===== src/rtl/aes_round_sequencer.sv =====
// Iterative AES round sequencer: drives an external single-round datapath through Nr+1 rounds
// per direction and holds the cipher state between rounds. Optional macro: AES_SEQ_PERF_EN.
module aes_round_sequencer #(
  parameter int DW     = 128,
  parameter int NR_128 = 10,
  parameter int NR_192 = 12,
  parameter int NR_256 = 14,
  parameter int RIDX_W = 4
) (
  input  logic              clk,
  input  logic              rst_n,
  input  logic              start,
  input  logic [1:0]        ksel,
  input  logic [1:0]        op,
  input  logic [DW-1:0]     din,
  output logic              busy,
  output logic              done,
  output logic [DW-1:0]     dout,
  output logic              pass,
  output logic              err,
  output logic              rnd_req,
  input  logic              rnd_ack,
  output logic              rnd_dec,
  output logic [RIDX_W-1:0] rnd_idx,
  output logic              rnd_first,
  output logic              rnd_last,
  output logic [DW-1:0]     rnd_st,
  input  logic [DW-1:0]     rnd_res
`ifdef AES_SEQ_PERF_EN
  ,
  output logic [15:0]       perf_cycles
`endif
);

  typedef enum logic [1:0] {
    IDLE = 2'd0,
    ENC  = 2'd1,
    DEC  = 2'd2,
    FIN  = 2'd3
  } fsm_t;

  localparam logic [1:0] OP_ENC = 2'b00;
  localparam logic [1:0] OP_DEC = 2'b01;
  localparam logic [1:0] OP_RT  = 2'b10;

  fsm_t              fsm_r, fsm_next_s;
  logic [RIDX_W-1:0] r_r, r_next_s;
  logic [RIDX_W-1:0] nr_r, nr_next_s;
  logic [1:0]        op_r;
  logic [DW-1:0]     st_r, orig_r;
  logic              accept_s, illegal_s, round_ack_s;

  logic              req_next_s, dec_next_s, first_next_s, last_next_s;
  logic              busy_next_s, done_next_s, pass_next_s, err_next_s;
  logic [RIDX_W-1:0] idx_next_s;
  logic [DW-1:0]     dout_next_s;

  function automatic logic [RIDX_W-1:0] nr_of(input logic [1:0] k);
    logic [RIDX_W-1:0] n;
    case (k)
      2'b00:   n = RIDX_W'(NR_128);
      2'b01:   n = RIDX_W'(NR_192);
      2'b10:   n = RIDX_W'(NR_256);
      default: n = RIDX_W'(NR_128);
    endcase
    return n;
  endfunction

  assign round_ack_s = rnd_ack && ((fsm_r == ENC) || (fsm_r == DEC));
  assign rnd_st      = st_r;

  // FSM state, round counter and latched round count
  always_ff @(posedge clk or negedge rst_n) begin
    if (!rst_n) begin
      fsm_r <= IDLE;
      r_r   <= '0;
      nr_r  <= '0;
    end else begin
      fsm_r <= fsm_next_s;
      r_r   <= r_next_s;
      nr_r  <= nr_next_s;
    end
  end

  // Next-state logic; a missing ack simply leaves everything where it is
  always_comb begin
    fsm_next_s = fsm_r;
    r_next_s   = r_r;
    nr_next_s  = nr_r;
    accept_s   = 1'b0;
    illegal_s  = 1'b0;
    case (fsm_r)
      IDLE: begin
        if (start) begin
          if ((ksel == 2'b11) || (op == 2'b11)) begin
            illegal_s = 1'b1;
          end else begin
            accept_s   = 1'b1;
            nr_next_s  = nr_of(ksel);
            r_next_s   = '0;
            fsm_next_s = (op == OP_DEC) ? DEC : ENC;
          end
        end else begin
          fsm_next_s = IDLE;
        end
      end
      ENC, DEC: begin
        if (rnd_ack) begin
          if (r_r < nr_r) begin
            r_next_s = r_r + RIDX_W'(1);
          end else begin
            r_next_s   = '0;
            fsm_next_s = ((fsm_r == ENC) && (op_r == OP_RT)) ? DEC : FIN;
          end
        end else begin
          r_next_s = r_r;
        end
      end
      FIN:     fsm_next_s = IDLE;
      default: fsm_next_s = IDLE;
    endcase
  end

  // Output values for the next cycle, derived from the upcoming state so outputs stay registered
  always_comb begin
    req_next_s   = (fsm_next_s == ENC) || (fsm_next_s == DEC);
    dec_next_s   = (fsm_next_s == DEC);
    first_next_s = req_next_s && (r_next_s == '0);
    last_next_s  = req_next_s && (r_next_s == nr_next_s);
    busy_next_s  = (fsm_next_s != IDLE);
    done_next_s  = (fsm_r == FIN);
    err_next_s   = illegal_s;
    case (fsm_next_s)
      ENC:     idx_next_s = r_next_s;
      DEC:     idx_next_s = nr_next_s - r_next_s;
      default: idx_next_s = '0;
    endcase
    if (fsm_r == FIN) begin
      dout_next_s = st_r;
      pass_next_s = (op_r == OP_RT) && (st_r == orig_r);
    end else begin
      dout_next_s = dout;
      pass_next_s = pass;
    end
  end

  // Cipher state, original block and latched operation
  always_ff @(posedge clk or negedge rst_n) begin
    if (!rst_n) begin
      st_r   <= '0;
      orig_r <= '0;
      op_r   <= OP_ENC;
    end else if (accept_s) begin
      st_r   <= din;
      orig_r <= din;
      op_r   <= op;
    end else if (round_ack_s) begin
      st_r <= rnd_res;
    end
  end

  // Registered handshake and datapath-control outputs
  always_ff @(posedge clk or negedge rst_n) begin
    if (!rst_n) begin
      busy      <= 1'b0;
      done      <= 1'b0;
      pass      <= 1'b0;
      err       <= 1'b0;
      dout      <= '0;
      rnd_req   <= 1'b0;
      rnd_dec   <= 1'b0;
      rnd_idx   <= '0;
      rnd_first <= 1'b0;
      rnd_last  <= 1'b0;
    end else begin
      busy      <= busy_next_s;
      done      <= done_next_s;
      pass      <= pass_next_s;
      err       <= err_next_s;
      dout      <= dout_next_s;
      rnd_req   <= req_next_s;
      rnd_dec   <= dec_next_s;
      rnd_idx   <= idx_next_s;
      rnd_first <= first_next_s;
      rnd_last  <= last_next_s;
    end
  end

`ifdef AES_SEQ_PERF_EN
  logic [15:0] perf_cnt_r;

  // Cycle counter starts at 1 on the accept edge so the value latched at done equals the latency
  always_ff @(posedge clk or negedge rst_n) begin
    if (!rst_n) begin
      perf_cnt_r  <= 16'd0;
      perf_cycles <= 16'd0;
    end else begin
      if (accept_s) begin
        perf_cnt_r <= 16'd1;
      end else if (((fsm_r == ENC) || (fsm_r == DEC)) && (perf_cnt_r != 16'hFFFF)) begin
        perf_cnt_r <= perf_cnt_r + 16'd1;
      end
      if (fsm_r == FIN) begin
        perf_cycles <= perf_cnt_r;
      end
    end
  end
`endif

endmodule


===== config.mk =====
export PLATFORM = sky130hd
export DESIGN_NAME = aes_round_sequencer
export DESIGN_NICKNAME = d
export VERILOG_FILES = /design/src/rtl/aes_round_sequencer.sv
export SDC_FILE = /design/constraint.sdc
export NUM_CORES = 1
export LEC_CHECK = 0
export BUFFER_PORTS_ARGS = -buffer_cell sky130_fd_sc_hd__clkbuf_2
export CAP_MARGIN = 20
export CORE_AREA = 5 5 205 207
export DETAILED_ROUTE_END_ITERATION = 12
export DIE_AREA = 0 0 210 212
export GPL_TIMING_DRIVEN = 1
export PLACE_DENSITY = 0.7
export SYNTH_ARGS = -nofsm -noshare
export SYNTH_HDL_FRONTEND = slang
export SYNTH_SLANG_ARGS = --single-unit

===== constraint.sdc =====
create_clock -name clk -period 4.25 [get_ports clk]
set_clock_uncertainty 0.1 [all_clocks]
set_input_delay 0.85 -clock clk [delete_from_list [all_inputs] [get_ports clk]]
set_output_delay 0.85 -clock clk [all_outputs]
set_load 0.005 [all_outputs]

==> impl_results.md, run 1 <==
* Status: finished clean
* Clock Sinks at 408
* Core area at 0.0402 mm2
* Final Util at 55.1%
* Post-Syn Instances at 1526
* Required time worst endpoint at 4590 ps
* Dpl cell area at 0.0207 mm2
* DR WL met2 at 28.2 mm
* Synthesized area per cell at 11.4 um2
* Initial antenna violation count at 1
* TritonCTS clock tree: built
* Initial DRC count at 836
* Vias in the first global route at 14100
* Ys flop type: dfrtp_1
* Arr. time, crit path at 3380 ps
* DP Worst Slack at 956 ps
* Final min period at 3040 ps
* Clock Tree Buf Depth at 3
* Root Driver: clkbuf_16
* Nets at 2328
* # port buffers at 531
* Dpl hpwl at 42.8 mm
* CTS Buf Count at 44
* Reg2reg path depth at 12
* Setup TNS Final at 0 ps
* Worst skew pair latency at 560 ps
* Slew Limit Headroom at 41.7%
* Worst Setup Slack, final at 1210 ps
* Worst-path maximum fanout at 41
* Cell taking the most area after synthesis: dfrtp_1
* # IOs at 532
* Largest net degree at the start of global routing at 135
* Vias at 13300
* Post-CTS setup buffer count at 0
* Layout Cells excl Fill at 2615
* WL met1 at 23.2 mm
* Worst Hold Class: in -> async
* FF+latch count, synth at 408
* Final non-filler cell area at 0.0221 mm2
* Final setup fails at 0
* Post-Syn Nets at 1805
* CP endpoint kind: flip-flop
* Startpoint Class: flip-flop
* Row count at 74
* Routability cong. at 0.870
* Post-synth top area share at 58.6%
* First-pass GRT wire length at 85.4 mm
* Maximum vdd ir drop at 0.000405 V
* Total gr overflow at 0
* DRC viols at 0
* Power Dens Cells at 581 mW/mm2
* Most common cell in the netlist: dfrtp_1
* Post-synthesis cell area at 0.0174 mm2
* Final WL at 56.3 mm
* WS Path Type: reg -> reg
* Dpl cells at 2535
* Share of post-route cells with drive strength above 1 at 36.0%
* Final period utilization at 71.5%
* Area growth syn-to-layout at 26.9%
* Met3 Wirelength at 3.39 mm
* Register area share after synthesis at 58.6%
* H-tree level count at 2
* Yosys cell types at 45
* Synth top area cells: dfrtp_1, nand2_1, mux2_2
* CTS clk-pin slew, worst paths at 60 ps
* Gr usage total at 24.9%
* Die height at 212 um
* Asr flop ratio synth at 100%
* Max_cap viols at 0
* Worst slew pin tran at 875 ps
* Final ANT Viol Nets at 0
* Fin. Hold Viols at 0
* Via/cell ratio at 5.07
* Post-synth top cells: dfrtp_1, nand2_1, o21ai_0, mux2_2, mux2i_1
* RSZ-0062 raised after global routing: false
* Die Area at 0.0445 mm2
* Number of flops mapped to enable cells by yosys at 0
* Starting Density at 43.4%
* Synth Warn # at 0
* Slew Viols, Final at 0
* Post-CTS Hold Buffers at 0
* Max Used Layer: met5
* PostCTS Resize Cnt at 0
* Routed len/inst at 21.5 um
* Die width at 210 um
* Leak Pwr at 12.2 nW
* Fmax at 0.329 GHz
* DR pass1 iterations at 4
==> placed cells by master (no fill, tap or decap), types with 6 or more instances in the layout <==
cell type  instances
xor2_1            70
inv_1             17
dfrtp_1          408
o21ai_0          133
buf_4             11
clkbuf_16         45
buf_12             7
nor2b_1            7
mux2i_1          128
clkbuf_8           9
nor2_1             6
clkbuf_2         530
nor4_1            22
nand3_1            6
ha_1              14
mux2_2           128
clkbuf_1          15
nand2_1          395
xnor2_1           61
nand4_1           20
==> worst max-delay path, stage by stage (launching register included) <==
cell      delay (ps)
dfrtp_1          460
ha_4             560
nor2b_1          140
a21oi_1          300
nor2b_1           80
a21oi_1          330
ha_1             230
inv_1             50
ha_1             180
o21bai_1         160
xnor2_1          130
a22oi_1          130
nor2b_1           70
==> where the power goes <==
part | internal (W) | switching, W | leakage (nW)
clock network | 0.00223 | 0.00154 | 0.689
logic | 0.00158 | 0.00170 | 6.31
registers | 0.00490 | 0.000923 | 5.16
total | 0.00870 | 0.00416 | 12.2
==> cells by family (layout without fill, tap and decap cells) <==
logic type                 after synthesis  count (layout)  share of synthesized area (%)
other                                    0               2                              0
AOI/OAI and AO/OA                      157             157                           4.87
buffers and inverters                   89             644                           2.10
DFF                                    408             408                           58.6
adders and majority gates               16              16                           1.14
muxes                                  257             257                           15.7
xor gates and xnor gates               131             131                           6.58
and+or+nand+nor                        468             468                           11.1
==> layout make-up <==
| cell class | count | area [um2] |
|---|---|---|
| tap | 532 | 666 |
| multi-input combinational | 1029 | 6890 |
| clock buffer | 69 | 1310 |
| inverter | 17 | 63.8 |
| clock inverter | 9 | 101 |
| sequential | 408 | 10200 |
| fill | 3520 | 18000 |
| antenna | 2 | 5.00 |
| timing repair buffer | 549 | 2890 |
==> layer usage <==
metal	track usage, %	vias to the layer above
met4	7.52	2
met5	0	-
met1	32.4	6560
li1	-	6195
met3	4.66	81
met2	42.8	426
==> flip-flops by register name, indices dropped and copies added, names as in the netlist <==
name and count:
busy 1, done 1, dout 128, err 1
fsm_r 2, nr_r 4, op_r 2, orig_r 128
pass 1, r_r 4, rnd_dec 1, rnd_first 1
rnd_idx 4, rnd_last 1, rnd_req 1, rnd_st 128
==> path summary, 6_finish.rpt <==
| kind | startpoint | to | slack [ps] |
|---|---|---|---|
| worst max-delay path | fsm_r[0] | rnd_idx[2] | 1210 |
| worst min-delay path | rst_n | dout[8] | 230 |
| worst max register to register | fsm_r[0] | rnd_idx[2] | 1210 |
| worst min register to register | op_r[1] | op_r[1] | 380 |
| max in group asynchronous | rst_n | orig_r[57] | 2750 |
| min in group clk | op_r[1] | op_r[1] | 380 |
==> per-stage QoR <==
| stage | total power [W] | hold slack, ps |
|---|---|---|
| global placement | 0.00911 | 354 |
| global route | 0.0136 | 306 |
| CTS | 0.0130 | 259 |
| detailed placement | 0.00922 | 371 |
| finish | 0.0129 | 228 |
| floorplan | 0.00728 | 338 |
Note: power is estimated with default switching activity, not from simulation.
==> inputs of run 2 (changes only) <==
--- a/config.mk
+++ b/config.mk
@@ -11,7 +11,7 @@
 export DETAILED_ROUTE_END_ITERATION = 12
 export DIE_AREA = 0 0 210 212
 export GPL_TIMING_DRIVEN = 1
-export PLACE_DENSITY = 0.7
+export PLACE_DENSITY = 0.73
 export SYNTH_ARGS = -nofsm -noshare
 export SYNTH_HDL_FRONTEND = slang
 export SYNTH_SLANG_ARGS = --single-unit
==> constraint.sdc (replaced) <==
create_clock -name clk -period 2.56 [get_ports clk]
set_clock_uncertainty 0.1 [all_clocks]
set_input_delay 0.512 -clock clk [delete_from_list [all_inputs] [get_ports clk]]
set_output_delay 0.512 -clock clk [all_outputs]
set_load 0.005 [all_outputs]
==> impl_results.md, run 2 (synthesized netlist as in run 1, its figures left out) <==
* Status: finished clean
* Final WL at 57.7 mm
* Required time worst endpoint at 2900 ps
* Final min period at 2520 ps
* Maximum vdd ir drop at 0.000661 V
* Total Power at 0.0223 W
* Combinational share of power at 26.0%
* Clock Tree Buf Depth at 3
* # port buffers at 531
* WP buf/inv at 2
* Sw Share at 32.1%
* Max_cap viols at 0
* Die Area at 0.0445 mm2
* Root Driver: clkbuf_16
* First-pass GRT wire length at 87.9 mm
* CP max stage delay at 370 ps
* Fin. Hold Viols at 0
* Arr. time, crit path at 2860 ps
* CTS Buf Count at 45
* Largest net degree at the start of global routing at 145
* Area growth syn-to-layout at 30.6%
* Most frequent CP cell: ha_1
* NetSw at 0.00715 W
* Gr usage total at 25.5%
* Slew Limit Headroom at 33.6%
* Worst skew pair latency at 570 ps
* Core area at 0.0402 mm2
* Clock Sinks at 408
* # IOs at 532
* Slew Viols, Final at 0
* Initial antenna violation count at 5
* Nets at 2370
* TritonCTS clock tree: built
* Vias at 13700
* Starting Density at 43.4%
* Startpoint Class: flip-flop
* Leak Pwr at 12.5 nW
* Final setup fails at 0
* Vias in the first global route at 14500
* DR pass1 iterations at 5
* Worst Hold Class: in -> reg
* Top Family by Delay on Critical Path: compound AO/OA/AOI/OAI gates
* Routed len/inst at 21.7 um
* RSZ-0062 raised after global routing: true
* Clock power share at 30.8%
* Power Dens Cells at 978 mW/mm2
* Commonest non-fill, non-tap cell in the layout: clkbuf_2
* Fmax at 0.397 GHz
* Dpl hpwl at 44.0 mm
* Via/cell ratio at 5.15
* Share of post-route cells with drive strength above 1 at 38.7%
* Routability cong. at 0.942
* Layout Cells excl Fill at 2657
* Die height at 212 um
* Most frequent cells in the layout: clkbuf_2, dfrtp_1, nand2_1
* Worst-path maximum fanout at 2
* CP endpoint kind: flip-flop
* CP max stage cell: dfrtp_1
* Flop pwr share at 43.2%
* Row count at 74
* Worst slew pin tran at 996 ps
* CTS clk-pin slew, worst paths at 60 ps
* Dpl cells at 2570
* WS Path Type: reg -> reg
* Total gr overflow at 0
* Final period utilization at 98.4%
* Final ANT Viol Nets at 0
* Fill count at 3380
* Internal at 0.0151 W
* Worst path cell trace: inv_2, ha_4, o211ai_1, o211a_1, nor2_1, a21oi_2, ha_1, inv_1, ha_1, o21bai_1, xnor2_1, a22oi_1, nor2b_1
* DRC viols at 0
* Die width at 210 um
* H-tree level count at 2
* Initial DRC count at 914
run 2: cell types whose count changed in the layout (fill, tap and decap cells not counted), moves of 3 or more:
cell / change
bufinv_16: +4
buf_4: +36
ha_1: -5
inv_1: -3
clkbuf_1: -10
a21oi_1: -3
ha_4: +4
a21oi_2: +3
inv_2: +3
buf_12: +4
run 2: area by class of cell:
class | instances | area (um2) | area share (%)
Timing Repair Buffer | 590 | 3250 | 14.3
Sequential cell | 408 | 10200 | 44.8
Multi-Input combinational cell | 1029 | 7000 | 30.7
Clock buffer | 61 | 1320 | 5.79
Tap cell | 532 | 666 | 2.92
Clock inverter | 18 | 260 | 1.14
Inverter | 17 | 63.8 | 0.280
Antenna cell | 2 | 5.00 | 0.0220
run 2: stage by stage:
stage	TNS [ps]	util [%]	hold WS [ps]	setup slack (ps)	instance area [um2]
4_1_cts	-21.7	56.4	21.7	-21.7	22700
3_3_place_gp	-190	52.3	357	-75.6	21000
3_5_place_dp	-534	52.3	367	-122	21000
5_1_grt	-76.4	56.7	40.1	-57.9	22800
2_1_floorplan	0	-	116	40.6	17400
6_report	0	56.7	59.2	40.0	22800
run 2: routing by layer:
metal	routed length, um	vias up	track usage [%]
met5	35	-	0
met4	1160	6	6.48
met3	3750	75	5.75
met2	29700	486	44.2
met1	23100	6855	32.7
li1	-	6258	-
run 2: worst register-to-register path, cell delays in order (launching register included):
cell      delay, ps
dfrtp_1         370
inv_2            90
ha_4            210
o211ai_1        280
o211a_1         230
nor2_1           70
a21oi_2         160
ha_1            190
inv_1            50
ha_1            180
o21bai_1        160
xnor2_1         120
a22oi_1         140
nor2b_1          70
run 2: power by group through the flow:
stage	Combinational [W]	Clock (W)	Sequential (W)
2_1_floorplan	0.00263	0	0.00946
5_1_grt	0.00636	0.00730	0.00986
4_1_cts	0.00585	0.00701	0.00961
3_5_place_dp	0.00578	0	0.00970
3_3_place_gp	0.00569	0	0.00960
6_report	0.00579	0.00687	0.00963
run 2: repair_timing:
item,in CTS,in global routing
hold buffers,1,0
endpoints found under the hold margin,48,0
pin swaps,1,10
gates resized for setup,3,21
setup buffers,4,1
cloned,0,0
endpoints found under the setup margin,4,7
run 2: path summary, 6_finish.rpt:
kind / startpoint / end / slack (ps) / cells past startpoint
max in group asynchronous: rst_n / fsm_r[0] / 1060 / 3
worst max register to register: nr_r[1] / rnd_idx[2] / 40 / 13
min in group asynchronous: rst_n / rnd_st[6] / 420 / 2
worst max-delay path: nr_r[1] / rnd_idx[2] / 40 / 13
worst min register to register: op_r[0] / op_r[0] / 390 / 2
worst min-delay path: din[61] / orig_r[61] / 60 / 3
==> inputs of run 3 (changes only) <==
--- a/config.mk
+++ b/config.mk
@@ -7,11 +7,12 @@
 export LEC_CHECK = 0
 export BUFFER_PORTS_ARGS = -buffer_cell sky130_fd_sc_hd__clkbuf_2
 export CAP_MARGIN = 20
-export CORE_AREA = 5 5 205 207
+export CORE_AREA = 2 2 208 210
+export CTS_CLUSTER_DIAMETER = 150
 export DETAILED_ROUTE_END_ITERATION = 12
 export DIE_AREA = 0 0 210 212
 export GPL_TIMING_DRIVEN = 1
-export PLACE_DENSITY = 0.73
+export PLACE_DENSITY = 0.69
 export SYNTH_ARGS = -nofsm -noshare
 export SYNTH_HDL_FRONTEND = slang
 export SYNTH_SLANG_ARGS = --single-unit
==> impl_results.md, run 3 (synthesized netlist as in run 1, its figures left out) <==
* Gr usage total at 25.3%
* Clock Sinks at 408
* Most frequent cells in the layout: clkbuf_2, dfrtp_1, nand2_1
* Hold Path Sink: orig_r[66]
* # IOs at 532
* Root Driver: clkbuf_16
* Dpl cells at 2590
* # port buffers at 531
* Die Area at 0.0445 mm2
* Final period utilization at 96.6%
* Global route hottest layer: met2
* Hold Path Origin: din[66]
* Power Dens Cells at 955 mW/mm2
* Final setup fails at 0
* TritonCTS clock tree: built
* Worst Setup Slack, final at 88.3 ps
* Status: finished clean
* Routed len/inst at 21.2 um
* Met1 Use GR at 32.3%
* Met3 Resource Use GR at 6.04%
* Sequential cell area at 0.0102 mm2
* H-tree level count at 2
* Dpl hpwl at 43.3 mm
* Final min period at 2470 ps
* Vias in the first global route at 14100
* FF-to-FF Start: nr_r[1]
* Worst slew pin tran at 841 ps
* Layout Cells excl Fill at 2677
* Leak Pwr at 12.4 nW
* Starting Density at 41.0%
* CTS Buf Count at 45
* Arr. time, crit path at 2820 ps
* Worst-path maximum fanout at 4
* Startpoint Class: flip-flop
* RSZ-0062 raised after global routing: true
* R2R Path End: rnd_idx[3]
* Die height at 212 um
* Largest net degree at the start of global routing at 157
* Final Util at 53.3%
* First-pass GRT wire length at 84.3 mm
* Fin. Hold Viols at 0
* Nets at 2374
* Die width at 210 um
* Slew Viols, Final at 0
* Maximum vdd ir drop at 0.000506 V
* Initial antenna violation count at 8
* Total Power at 0.0216 W
* Initial DRC count at 837
* Met2 usage at 42.5%
* Worst Hold Class: in -> reg
* Required time worst endpoint at 2900 ps
* Final WL at 56.8 mm
* Slew Limit Headroom at 43.9%
* Reg2reg path depth at 11
* Core area at 0.0425 mm2
* Via/cell ratio at 5.07
* Commonest non-fill, non-tap cell in the layout: clkbuf_2
* Multi-input logic area at 0.00698 mm2
* Final ANT Viol Nets at 0
* Share of post-route cells with drive strength above 1 at 38.5%
* Row count at 76
* Fmax at 0.405 GHz
* Fill count at 3768
* Flop-to-flop setup slack at 90 ps
* Worst hold path depth at 3
* Hold slack at 54.0 ps
* CP endpoint kind: flip-flop
* Total gr overflow at 0
* DRC viols at 0
* WS Path Type: reg -> reg
* Area growth syn-to-layout at 29.9%
* DR pass1 iterations at 5
* Max_cap viols at 0
* Worst skew pair latency at 560 ps
* Vias at 13600
* Routability cong. at 0.874
* DP Worst Slack at -146 ps
* CTS clk-pin slew, worst paths at 60 ps
* Clock Tree Buf Depth at 3
[run 3: cell types whose count changed in the layout (fill, tap and decap cells not counted), moves of 2 or more]
cell | previous run | this run
clkbuf_8 | 9 | 12
bufinv_16 | 6 | 1
ha_1 | 9 | 7
clkbuf_16 | 47 | 45
buf_4 | 47 | 52
clkinv_2 | 6 | 10
inv_6 | 2 | 0
clkbuf_1 | 5 | 8
ha_2 | 1 | 4
[run 3: report_power, final]
part	leakage [nW]	internal (W)	switching, W	total, W
clock	0.718	0.00368	0.00265	0.00633
sequential	5.16	0.00814	0.00151	0.00964
combinational	6.54	0.00278	0.00287	0.00566
total	12.4	0.0146	0.00703	0.0216
[run 3: layer usage]
layer / part of all wire (%) / routed length, um
met1: 42 / 23800
met2: 49 / 27600
met3: 6.2 / 3510
met4: 3.3 / 1860
met5: 0.13 / 73
[run 3: through the flow]
step | instance area [um2] | setup TNS (ps)
global placement | 21100 | -211
CTS | 22600 | 0
detailed placement | 21100 | -401
finish | 22600 | 0
floorplan | 17400 | 0
global route | 22600 | -142
[run 3: worst max-delay path, cell delays in order, from the launching register on]
cell	delay [ps]
dfrtp_1	380
inv_2	90
ha_4	200
o211ai_1	220
o21ai_1	130
a21oi_2	200
buf_4	130
buf_4	90
a22o_1	280
xor2_1	280
xor2_1	190
o21ai_1	80
[run 3: final cells by class]
class,instances,area share [%]
Clock inverter,15,0.514
Clock buffer,65,5.83
Timing Repair Buffer,594,14.4
Antenna cell,3,0.0331
Tap cell,546,3.02
Multi-Input combinational cell,1029,30.8
Sequential cell,408,45.1
Inverter,17,0.282
[run 3: timing repair]
action | CTS | global route
endpoints found under the hold margin | 38 | 0
buffers inserted | 2 | 1
gates resized for setup | 2 | 17
hold buffers | 1 | 0
endpoints found under the setup margin | 2 | 7
pin swaps | 1 | 12
[run 3: worst max path at each step]
stage,slack [ps],endpoint,startpoint,cells past startpoint
finish,90,rnd_idx[3],nr_r[1],11
global route,-60,rnd_idx[3],nr_r[1],13
CTS,0.4,rnd_idx[3],nr_r[1],13
detailed placement,-150,rnd_idx[2],ksel[0],11
global placement,-80,rnd_idx[2],ksel[0],11
floorplan,40,rnd_idx[2],ksel[0],11
